===== src/rtl/axi_burst_master.sv =====
// AXI4 single-outstanding burst master: writes an incrementing pattern
// (seed+k) to a burst, reads it back and counts mismatched or errored beats.
// Handshakes: a transfer happens on a rising aclk edge where valid & ready
// are both high; this master raises valid only in the owning state, holds
// every payload field stable until that edge, and raises ready only in the
// state that expects the response.
module axi_burst_master #(
  parameter int DATA_WIDTH = 32,
  parameter int ADDR_WIDTH = 16,
  parameter int ID_WIDTH   = 8,
  parameter int TXN_ID     = 0
) (
  input  logic                    aclk,
  input  logic                    aresetn,
  input  logic                    start,
  input  logic [ADDR_WIDTH-1:0]   base_addr,
  input  logic [7:0]              len,
  input  logic [DATA_WIDTH-1:0]   seed,
  output logic                    busy,
  output logic                    done,
  output logic [15:0]             err_cnt,
  output logic                    reject,
  output logic [2:0]              fsm_state,
  output logic [ID_WIDTH-1:0]     m_axi_awid,
  output logic [ADDR_WIDTH-1:0]   m_axi_awaddr,
  output logic [7:0]              m_axi_awlen,
  output logic [2:0]              m_axi_awsize,
  output logic [1:0]              m_axi_awburst,
  output logic                    m_axi_awvalid,
  input  logic                    m_axi_awready,
  output logic [DATA_WIDTH-1:0]   m_axi_wdata,
  output logic [DATA_WIDTH/8-1:0] m_axi_wstrb,
  output logic                    m_axi_wlast,
  output logic                    m_axi_wvalid,
  input  logic                    m_axi_wready,
  input  logic [ID_WIDTH-1:0]     m_axi_bid,
  input  logic [1:0]              m_axi_bresp,
  input  logic                    m_axi_bvalid,
  output logic                    m_axi_bready,
  output logic [ID_WIDTH-1:0]     m_axi_arid,
  output logic [ADDR_WIDTH-1:0]   m_axi_araddr,
  output logic [7:0]              m_axi_arlen,
  output logic [2:0]              m_axi_arsize,
  output logic [1:0]              m_axi_arburst,
  output logic                    m_axi_arvalid,
  input  logic                    m_axi_arready,
  input  logic [ID_WIDTH-1:0]     m_axi_rid,
  input  logic [DATA_WIDTH-1:0]   m_axi_rdata,
  input  logic [1:0]              m_axi_rresp,
  input  logic                    m_axi_rlast,
  input  logic                    m_axi_rvalid,
  output logic                    m_axi_rready
);

  localparam int BYTES = DATA_WIDTH / 8;
  localparam int SIZE  = $clog2(BYTES);
  localparam logic [ID_WIDTH-1:0] ID = ID_WIDTH'(TXN_ID);

  typedef enum logic [2:0] {
    ST_IDLE = 3'd0,
    ST_AW   = 3'd1,
    ST_W    = 3'd2,
    ST_B    = 3'd3,
    ST_AR   = 3'd4,
    ST_R    = 3'd5,
    ST_FIN  = 3'd6
  } state_t;

  state_t                  state_q, state_d;
  logic [ADDR_WIDTH-1:0]   addr_q;
  logic [7:0]              len_q;
  logic [DATA_WIDTH-1:0]   seed_q;
  logic [7:0]              beat_q;
  logic [15:0]             err_q;
  logic                    reject_q;

  logic                    misaligned;
  logic [13:0]             end_off;
  logic                    crosses;
  logic                    bad_cmd;
  logic                    last_beat;
  logic [DATA_WIDTH-1:0]   exp_data;
  logic                    b_bad;
  logic                    r_bad;

  function automatic logic [15:0] sat_inc(input logic [15:0] v);
    return (v == 16'hFFFF) ? v : v + 16'd1;
  endfunction

  // Command screening: the burst end offset within its 4 KB page must not pass 4096.
  assign misaligned = |base_addr[SIZE-1:0];
  assign end_off    = {2'b00, base_addr[11:0]} + (({6'b0, len} + 14'd1) << SIZE);
  assign crosses    = end_off > 14'd4096;
  assign bad_cmd    = misaligned | crosses;

  assign last_beat  = (beat_q == len_q);
  assign exp_data   = seed_q + DATA_WIDTH'(beat_q);
  assign b_bad      = (m_axi_bresp != 2'b00) | (m_axi_bid != ID);
  assign r_bad      = (m_axi_rdata != exp_data) | (m_axi_rresp != 2'b00) |
                      (m_axi_rid != ID) | (m_axi_rlast != last_beat);

  // Address/payload fields come straight from the latched command so they stay stable.
  assign m_axi_awid    = ID;
  assign m_axi_awaddr  = addr_q;
  assign m_axi_awlen   = len_q;
  assign m_axi_awsize  = 3'(SIZE);
  assign m_axi_awburst = 2'b01;
  assign m_axi_arid    = ID;
  assign m_axi_araddr  = addr_q;
  assign m_axi_arlen   = len_q;
  assign m_axi_arsize  = 3'(SIZE);
  assign m_axi_arburst = 2'b01;
  assign m_axi_wdata   = exp_data;
  assign m_axi_wstrb   = '1;
  assign m_axi_wlast   = last_beat;
  assign err_cnt       = err_q;
  assign reject        = reject_q;
  assign fsm_state     = state_q;

  // State register; reset aborts any burst in flight.
  always_ff @(posedge aclk or negedge aresetn) begin
    if (!aresetn) state_q <= ST_IDLE;
    else          state_q <= state_d;
  end

  // Next-state and per-state valid/ready/status outputs.
  always_comb begin
    state_d       = state_q;
    m_axi_awvalid = 1'b0;
    m_axi_wvalid  = 1'b0;
    m_axi_bready  = 1'b0;
    m_axi_arvalid = 1'b0;
    m_axi_rready  = 1'b0;
    done          = 1'b0;
    busy          = (state_q != ST_IDLE);
    case (state_q)
      ST_IDLE: if (start) state_d = bad_cmd ? ST_FIN : ST_AW;
      ST_AW: begin
        m_axi_awvalid = 1'b1;
        if (m_axi_awready) state_d = ST_W;
      end
      ST_W: begin
        m_axi_wvalid = 1'b1;
        if (m_axi_wready && last_beat) state_d = ST_B;
      end
      ST_B: begin
        m_axi_bready = 1'b1;
        if (m_axi_bvalid) state_d = ST_AR;
      end
      ST_AR: begin
        m_axi_arvalid = 1'b1;
        if (m_axi_arready) state_d = ST_R;
      end
      ST_R: begin
        m_axi_rready = 1'b1;
        if (m_axi_rvalid && last_beat) state_d = ST_FIN;
      end
      ST_FIN: begin
        done    = 1'b1;
        state_d = ST_IDLE;
      end
      default: state_d = ST_IDLE;
    endcase
  end

  // Command latch, beat counter and saturating error counter.
  always_ff @(posedge aclk or negedge aresetn) begin
    if (!aresetn) begin
      addr_q   <= '0;
      len_q    <= '0;
      seed_q   <= '0;
      beat_q   <= '0;
      err_q    <= '0;
      reject_q <= 1'b0;
    end else begin
      case (state_q)
        ST_IDLE: if (start) begin
          addr_q   <= base_addr;
          len_q    <= len;
          seed_q   <= seed;
          beat_q   <= '0;
          err_q    <= '0;
          reject_q <= bad_cmd;
        end
        ST_W: if (m_axi_wready) beat_q <= last_beat ? 8'd0 : beat_q + 8'd1;
        ST_B: if (m_axi_bvalid && b_bad) err_q <= sat_inc(err_q);
        ST_R: if (m_axi_rvalid) begin
          if (r_bad) err_q <= sat_inc(err_q);
          beat_q <= beat_q + 8'd1;
        end
        default: ;
      endcase
    end
  end

endmodule


===== config.mk =====
export PLATFORM = sky130hd
export DESIGN_NAME = axi_burst_master
export DESIGN_NICKNAME = d
export VERILOG_FILES = /design/src/rtl/axi_burst_master.sv
export SDC_FILE = /design/constraint.sdc
export NUM_CORES = 1
export LEC_CHECK = 0
export CAP_MARGIN = 20
export CORE_ASPECT_RATIO = 1.5
export CORE_MARGIN = 2
export CORE_UTILIZATION = 46
export DETAILED_ROUTE_END_ITERATION = 10
export HOLD_SLACK_MARGIN = 0.12
export PLACE_DENSITY_LB_ADDON = 0.3
export SKIP_CTS_REPAIR_TIMING = 1
export SKIP_LAST_GASP = 1
export SLEW_MARGIN = 40
export SYNTH_ARGS = -nofsm -noshare
export SYNTH_HDL_FRONTEND = slang
export SYNTH_SLANG_ARGS = --single-unit

===== constraint.sdc =====
create_clock -name aclk -period 4.79 [get_ports aclk]
set_input_delay 0.958 -clock aclk [delete_from_list [all_inputs] [get_ports aclk]]
set_output_delay 0.958 -clock aclk [all_outputs]
set_load 0.02 [all_outputs]

==> summary.md, run 1 <==
| Metric | Value |
|---|---|
| Rows | `54` |
| Vias per cell | `5.37` |
| Netlist cell types | `75` |
| Met3 Use GR | `under 10%` |
| EDFF count, synth | `0` |
| Initial Utilization | `a little under half` |
| TritonCTS Sinks | `84` |
| Width of the die | `103 microns` |
| Global route hottest layer | `met2` |
| Max VDD drop | `0.298 mV` |
| Synthesized area | `~0.007 sq mm` |
| Placed insts | `1186` |
| Via Count | `6459` |
| Synth warnings | `0` |
| CTS buffer count | `9` |
| Fin crit period | `4.44 ns` |
| Vias in the first global route | `roughly 6400` |
| Layout cell share with drive strength beyond 1 | `6.46%` |
| Post-Syn Instances | `826` |
| GR met2 Demand/Resource | `44.2%` |
| Max Cap Viol | `0` |
| Hold Fails Final Rpt | `0` |
| Die Height | `153 microns` |
| Final layout net count | `1140` |
| Slew HR | `53.2%` |
| Worst-Margin Slew | `0.695 ns` |
| Clk root buf | `clkbuf_16` |
| Total Power | `4.86 mW` |
| CTS tree | `built` |
| Most frequent cell after synthesis | `nand2_1` |
| GRT Residual Overflow | `0` |
| Final setup viols | `0` |
| Largest net degree at the start of global routing | `59` |
| Final WL | `19600 microns` |
| Synth Area per Inst | `8.23 sq um` |
| Final Non-Filler Cells | `1202` |
| Port buffer count | `224` |
| Clk_skew | `0.00627 ns` |
| Synth top cells by count | `nand2_1, dfrtp_1, buf_4` |
| Routed length per instance | `roughly 16 microns` |
| Data required time of the worst path | `3.83 ns` |
| Initial DRC count | `192` |
| GPL Wtd Cong | `0.928` |
| Synthesized flop and latch total | `84` |
| Fmax | `0.225 GHz` |
| Die area | `0.0158 sq mm` |
| Worst min-delay path category | `reg -> reg` |
| Async set-or-reset flop fraction in the synthesized netlist | `100%` |
| Drt first pass iters | `4` |
| Gr usage total | `25.0%` |
| Pins Over Slew Limit | `0` |
| ANT nets after route | `0` |
| Yosys top cell by area | `dfrtp_1` |
| Top post-synthesis cells by area | `dfrtp_1, nand2_1, buf_4` |
| H-tree depth | `3` |
| Status | `finished, final reports clean` |
| CTS Buffer Depth | `2` |
| Clock Pin Slew Worst Setup and Hold Paths | `0.07 ns` |
| Synth Flop Type | `dfrtp_1` |
| RSZ-0062 raised after global routing | `false` |
| Area growth, synth to finish | `35.0%` |
| Post-synth top area share | `30.9%` |
| Initial antenna violation count | `0` |
| Critical Path End Type | `output port` |
| Arrival @ worst endpoint | `between 3 and 4 ns` |
| Pleak | `4.12 nW` |
| First-pass GRT wire length | `just over 30000 microns` |
| Final Cycle Share | `92.7%` |
| DR DRC count | `0` |
| Grt met1 use | `between 20% and 30%` |
| Startpoint Class | `register` |
| Clk Latency, worst-skew pair | `0.34 ns` |
| Core Region | `0.0145 sq mm` |
| Crit Path Category | `reg -> out` |
| PwrDens | `530 mW/mm^2` |
| ANT cells | `0` |
| Crit Path Max Fanout | `7` |
| DP HPWL | `15100 microns` |
| Register area share after synthesis | `30.9%` |
| Final core occ | `63.2%` |
| Setup TNS | `0 ns` |
| Ports | `255` |
report_power, final:
part	switching [mW]	internal [mW]
logic	1.47	1.28
registers	0.378	0.954
clock network	0.300	0.476
total	2.15	2.71
kinds of logic (layout without fill, tap and decap cells):
group                    after synthesis  after routing  share of synthesized area [%]
other                                  2             30                          0.110
buffers and inverters                109            261                           9.77
flip-flops                            84             84                           30.9
AND/OR/NAND/NOR                      387            387                           27.1
multiplexers                           7              7                           1.07
XOR/XNOR                              83             83                           12.3
adder cells (fa/ha/maj)               22             22                           4.27
AO/OA/AOI/OAI                        132            132                           14.5
critical path: stages (launching register included):
cell	delay [ns]
dfrtp_1	0.45
ha_1	0.25
fa_1	0.43
a211oi_1	0.53
o211ai_1	0.25
nand3_1	0.37
nor2_1	0.10
xor2_1	0.15
clkdlybuf4s50_1	0.62
cell type report:
class                      count  area (sq um)
sequential                    84          2100
clock buffer                  10           239
timing repair buffer         230          2290
fill                        1264          5350
inverter                      15          56.3
clock inverter                 6          93.8
tap                          196           245
multi-input combinational    661          4150
per-layer routing:
metal / vias to the layer above / wire length (microns)
met3: 37 / 1350
met1: 3048 / 7490
met2: 252 / 10200
met5: - / 0
li1: 3122 / -
met4: 0 / 629
through the flow:
stage / setup slack, ns / area (sq um) / hold WS, ns
6_report: 0.352 / 9180 / 0.491
2_1_floorplan: 1.09 / 6910 / 0.452
4_1_cts: 0.335 / 9170 / 0.492
5_1_grt: 0.124 / 9180 / 0.528
3_5_place_dp: 0.550 / 8840 / 0.476
3_3_place_gp: 0.608 / 8830 / 0.472
placed cells by master (no fill, tap or decap), drive strengths merged, types with 11 or more instances in the layout:
cell type	n
clkdlybuf4s50	223
ha	20
nor4	12
o211ai	11
a21oi	25
nor2	49
o31ai	15
inv	17
nand4	15
and3	23
xor2	33
nand2	202
o21ai	34
nand3	19
xnor2	42
conb	30
dfrtp	84
state kept, by name (all words and copies together) (netlist names):
| register | cells |
|---|---|
| m_axi_arlen | 8 |
| m_axi_araddr | 16 |
| fsm_state | 3 |
| err_cnt | 16 |
| beat_q | 8 |
| seed_q | 32 |
| reject | 1 |
worst paths after layout:
path / start / to / slack (ns) / cells after the start
worst max-delay path: beat_q[0] / m_axi_wdata[16] / 0.35 / 8
worst min-delay path: seed_q[7] / seed_q[7] / 0.49 / 2
worst max register to register: beat_q[0] / err_cnt[0] / 0.75 / 12
worst min register to register: seed_q[7] / seed_q[7] / 0.49 / 2
max in group asynchronous: aresetn / seed_q[28] / 3.40 / 2
min in group asynchronous: aresetn / m_axi_araddr[12] / 0.58 / 1
Power figures use the tool's default switching activity.
==> run 2: changes to the inputs <==
- CAP_MARGIN: 20 -> not set
==> results of run 2 <==
The final DEF is identical to that of run 1; final timing and power are the same.
==> run 3: changes to the inputs <==
- SLEW_MARGIN: 40 -> not set
==> run 3 against run 2 <==
  * Sequential share of layout area about the same
  * Wire length up 0.64%
  * First-iteration DRC count up 20%
  * Combinational power about the same
  * Critical path depth unchanged
  * Non-clock buffer count unchanged
  * Clock power up 0.8%
  * Fmax down 0.59%
  * Core utilization down 0.086 points
  * Flip-flop and latch count unchanged
  * Critical path type unchanged
==> summary.md, run 3 (synthesis gave the netlist of run 1 again) <==
| Metric | Value |
|---|---|
| Core Region | `0.0145 sq mm (unchanged)` |
| ANT nets after route | `0 (unchanged)` |
| Initial DRC count | `231 (+20%)` |
| Startpoint Class | `register` |
| Layout cell share with drive strength beyond 1 | `6.46% (unchanged)` |
| Final setup viols | `0 (unchanged)` |
| Final layout net count | `1140 (unchanged)` |
| Rows | `54 (unchanged)` |
| Fmax | `0.224 GHz (-0.59%)` |
| Pins Over Slew Limit | `0 (unchanged)` |
| Gr usage total | `25.1% (+0.10 points)` |
| Biggest register | `seed_q` |
| DP HPWL | `15100 microns (about the same)` |
| Largest net degree at the start of global routing | `59 (unchanged)` |
| Hold Fails Final Rpt | `0 (unchanged)` |
| Max Cap Viol | `0 (unchanged)` |
| Final core occ | `63.1% (-0.086 points)` |
| Fin area | `0.00917 sq mm (-0.14%)` |
| ANT cells | `0 (unchanged)` |
| Ports | `255 (unchanged)` |
| CTS Buffer Depth | `2 (unchanged)` |
| Fillers | `1248 (-1.3%)` |
| Arrival @ worst endpoint | `3.51 ns (+0.03 ns)` |
| Die Height | `153 microns (unchanged)` |
| Final Cycle Share | `93.2% (+0.55 points)` |
| Routed length per instance | `16.4 microns (+0.64%)` |
| Initial Utilization | `46.8% (unchanged)` |
| Slew HR | `27.2% (-26 points)` |
| Vias per cell | `5.36 (-0.28%)` |
| Max VDD drop | `0.309 mV (+3.5%)` |
| Most frequent cells in the layout | `clkdlybuf4s50_1, nand2_1, dfrtp_1` |
| Worst min-delay path category | `reg -> reg` |
| GPL Wtd Cong | `0.928 (unchanged)` |
| Worst slack at placement | `0.541 ns (-0.00952 ns)` |
| Final Non-Filler Cells | `1202 (unchanged)` |
| Data required time of the worst path | `3.83 ns (about the same)` |
| Clk Latency, worst-skew pair | `0.34 ns (about the same)` |
| Port buffer count | `224 (unchanged)` |
| Drt first pass iters | `5 (+1)` |
| RSZ-0062 raised after global routing | `false` |
| Crit Path Max Fanout | `7 (unchanged)` |
| Clk root buf | `clkbuf_16` |
| Area after DPL | `0.00883 sq mm (about the same)` |
| CTS buffer count | `9 (unchanged)` |
| DR DRC count | `0 (unchanged)` |
| GRT Residual Overflow | `0 (unchanged)` |
| Critical Path End Type | `output port` |
| Initial antenna violation count | `0 (unchanged)` |
| Clock Pin Slew Worst Setup and Hold Paths | `0.06 ns (about the same)` |
| First-pass GRT wire length | `31300 microns (+0.20%)` |
| Final WL | `19800 microns (+0.64%)` |
| Crit Path Category | `reg -> out` |
| CTS tree | `built` |
| PwrDens | `531 mW/mm^2 (+0.26%)` |
| Fin crit period | `4.46 ns (+0.0261 ns)` |
| Clk_skew | `0.00919 ns (+0.00292 ns)` |
| H-tree depth | `3 (unchanged)` |
| Width of the die | `103 microns (unchanged)` |
| Area growth, synth to finish | `34.8%` |
| Status | `finished, final reports clean` |
| Die area | `0.0158 sq mm (unchanged)` |
| Pleak | `4.12 nW (-0.17%)` |
| Vias in the first global route | `6369 (-0.99%)` |
| TritonCTS Sinks | `84 (unchanged)` |
| Placed insts | `1186 (unchanged)` |
| Worst-Margin Slew | `1.09 ns (+0.394 ns)` |
| Commonest non-fill, non-tap cell in the layout | `clkdlybuf4s50_1` |
| Via Count | `6441 (-0.28%)` |
| Slack of the critical path | `0.326 ns (-0.0261 ns)` |
| Setup TNS | `0 ns (unchanged)` |
| Max reg flops | `32 (unchanged)` |
run 3: cell type report:
type	instances	area, sq um	share of cell area [%]
Clock buffer	10	239	2.61
Clock inverter	6	93.8	1.02
Inverter	15	56.3	0.614
Multi-Input combinational cell	661	4150	45.2
Sequential cell	84	2100	22.9
Tap cell	196	245	2.68
Timing Repair Buffer	230	2280	24.9
run 3: where the power goes:
| part | switching, mW | internal [mW] | total, mW | leakage (nW) |
|---|---|---|---|---|
| Combinational | 1.47 | 1.28 | 2.75 | 2.87 |
| Clock | 0.306 | 0.476 | 0.782 | 0.160 |
| Sequential | 0.383 | 0.954 | 1.34 | 1.09 |
| Total | 2.16 | 2.71 | 4.87 | 4.12 |
run 3: path summary, 6_finish.rpt:
kind,start,endpoint,slack [ns],cells past startpoint
worst max-delay path,beat_q[0],m_axi_wdata[16],0.33,8
worst min-delay path,reject,reject,0.49,2
worst max register to register,beat_q[0],err_cnt[0],0.79,12
worst min register to register,reject,reject,0.49,2
max in group asynchronous,aresetn,seed_q[1],3.21,2
min in group asynchronous,aresetn,m_axi_araddr[12],0.68,1
run 3: metal layers:
layer,global-route usage [%],share of wire [%],up-vias
met1,28.8,39,3047
met5,0,0,-
li1,-,-,3123
met2,44.3,51,226
met3,5.17,6.6,45
met4,10.3,3.5,0
run 3: through the flow:
step | total power [mW] | hold slack [ns]
after global routing | 5.19 | 0.530
after floorplan | 3.13 | 0.452
after CTS | 4.90 | 0.492
final | 4.87 | 0.488
after global placement | 4.07 | 0.472
after detailed placement | 4.10 | 0.476
run 3: critical path, stage by stage, from the launching register on:
cell and delay [ns]:
dfrtp_1 0.45, ha_1 0.25, fa_1 0.43, a211oi_1 0.54, o211ai_1 0.27, nand3_1 0.37
nor2_1 0.10, xor2_1 0.15, clkdlybuf4s50_1 0.62
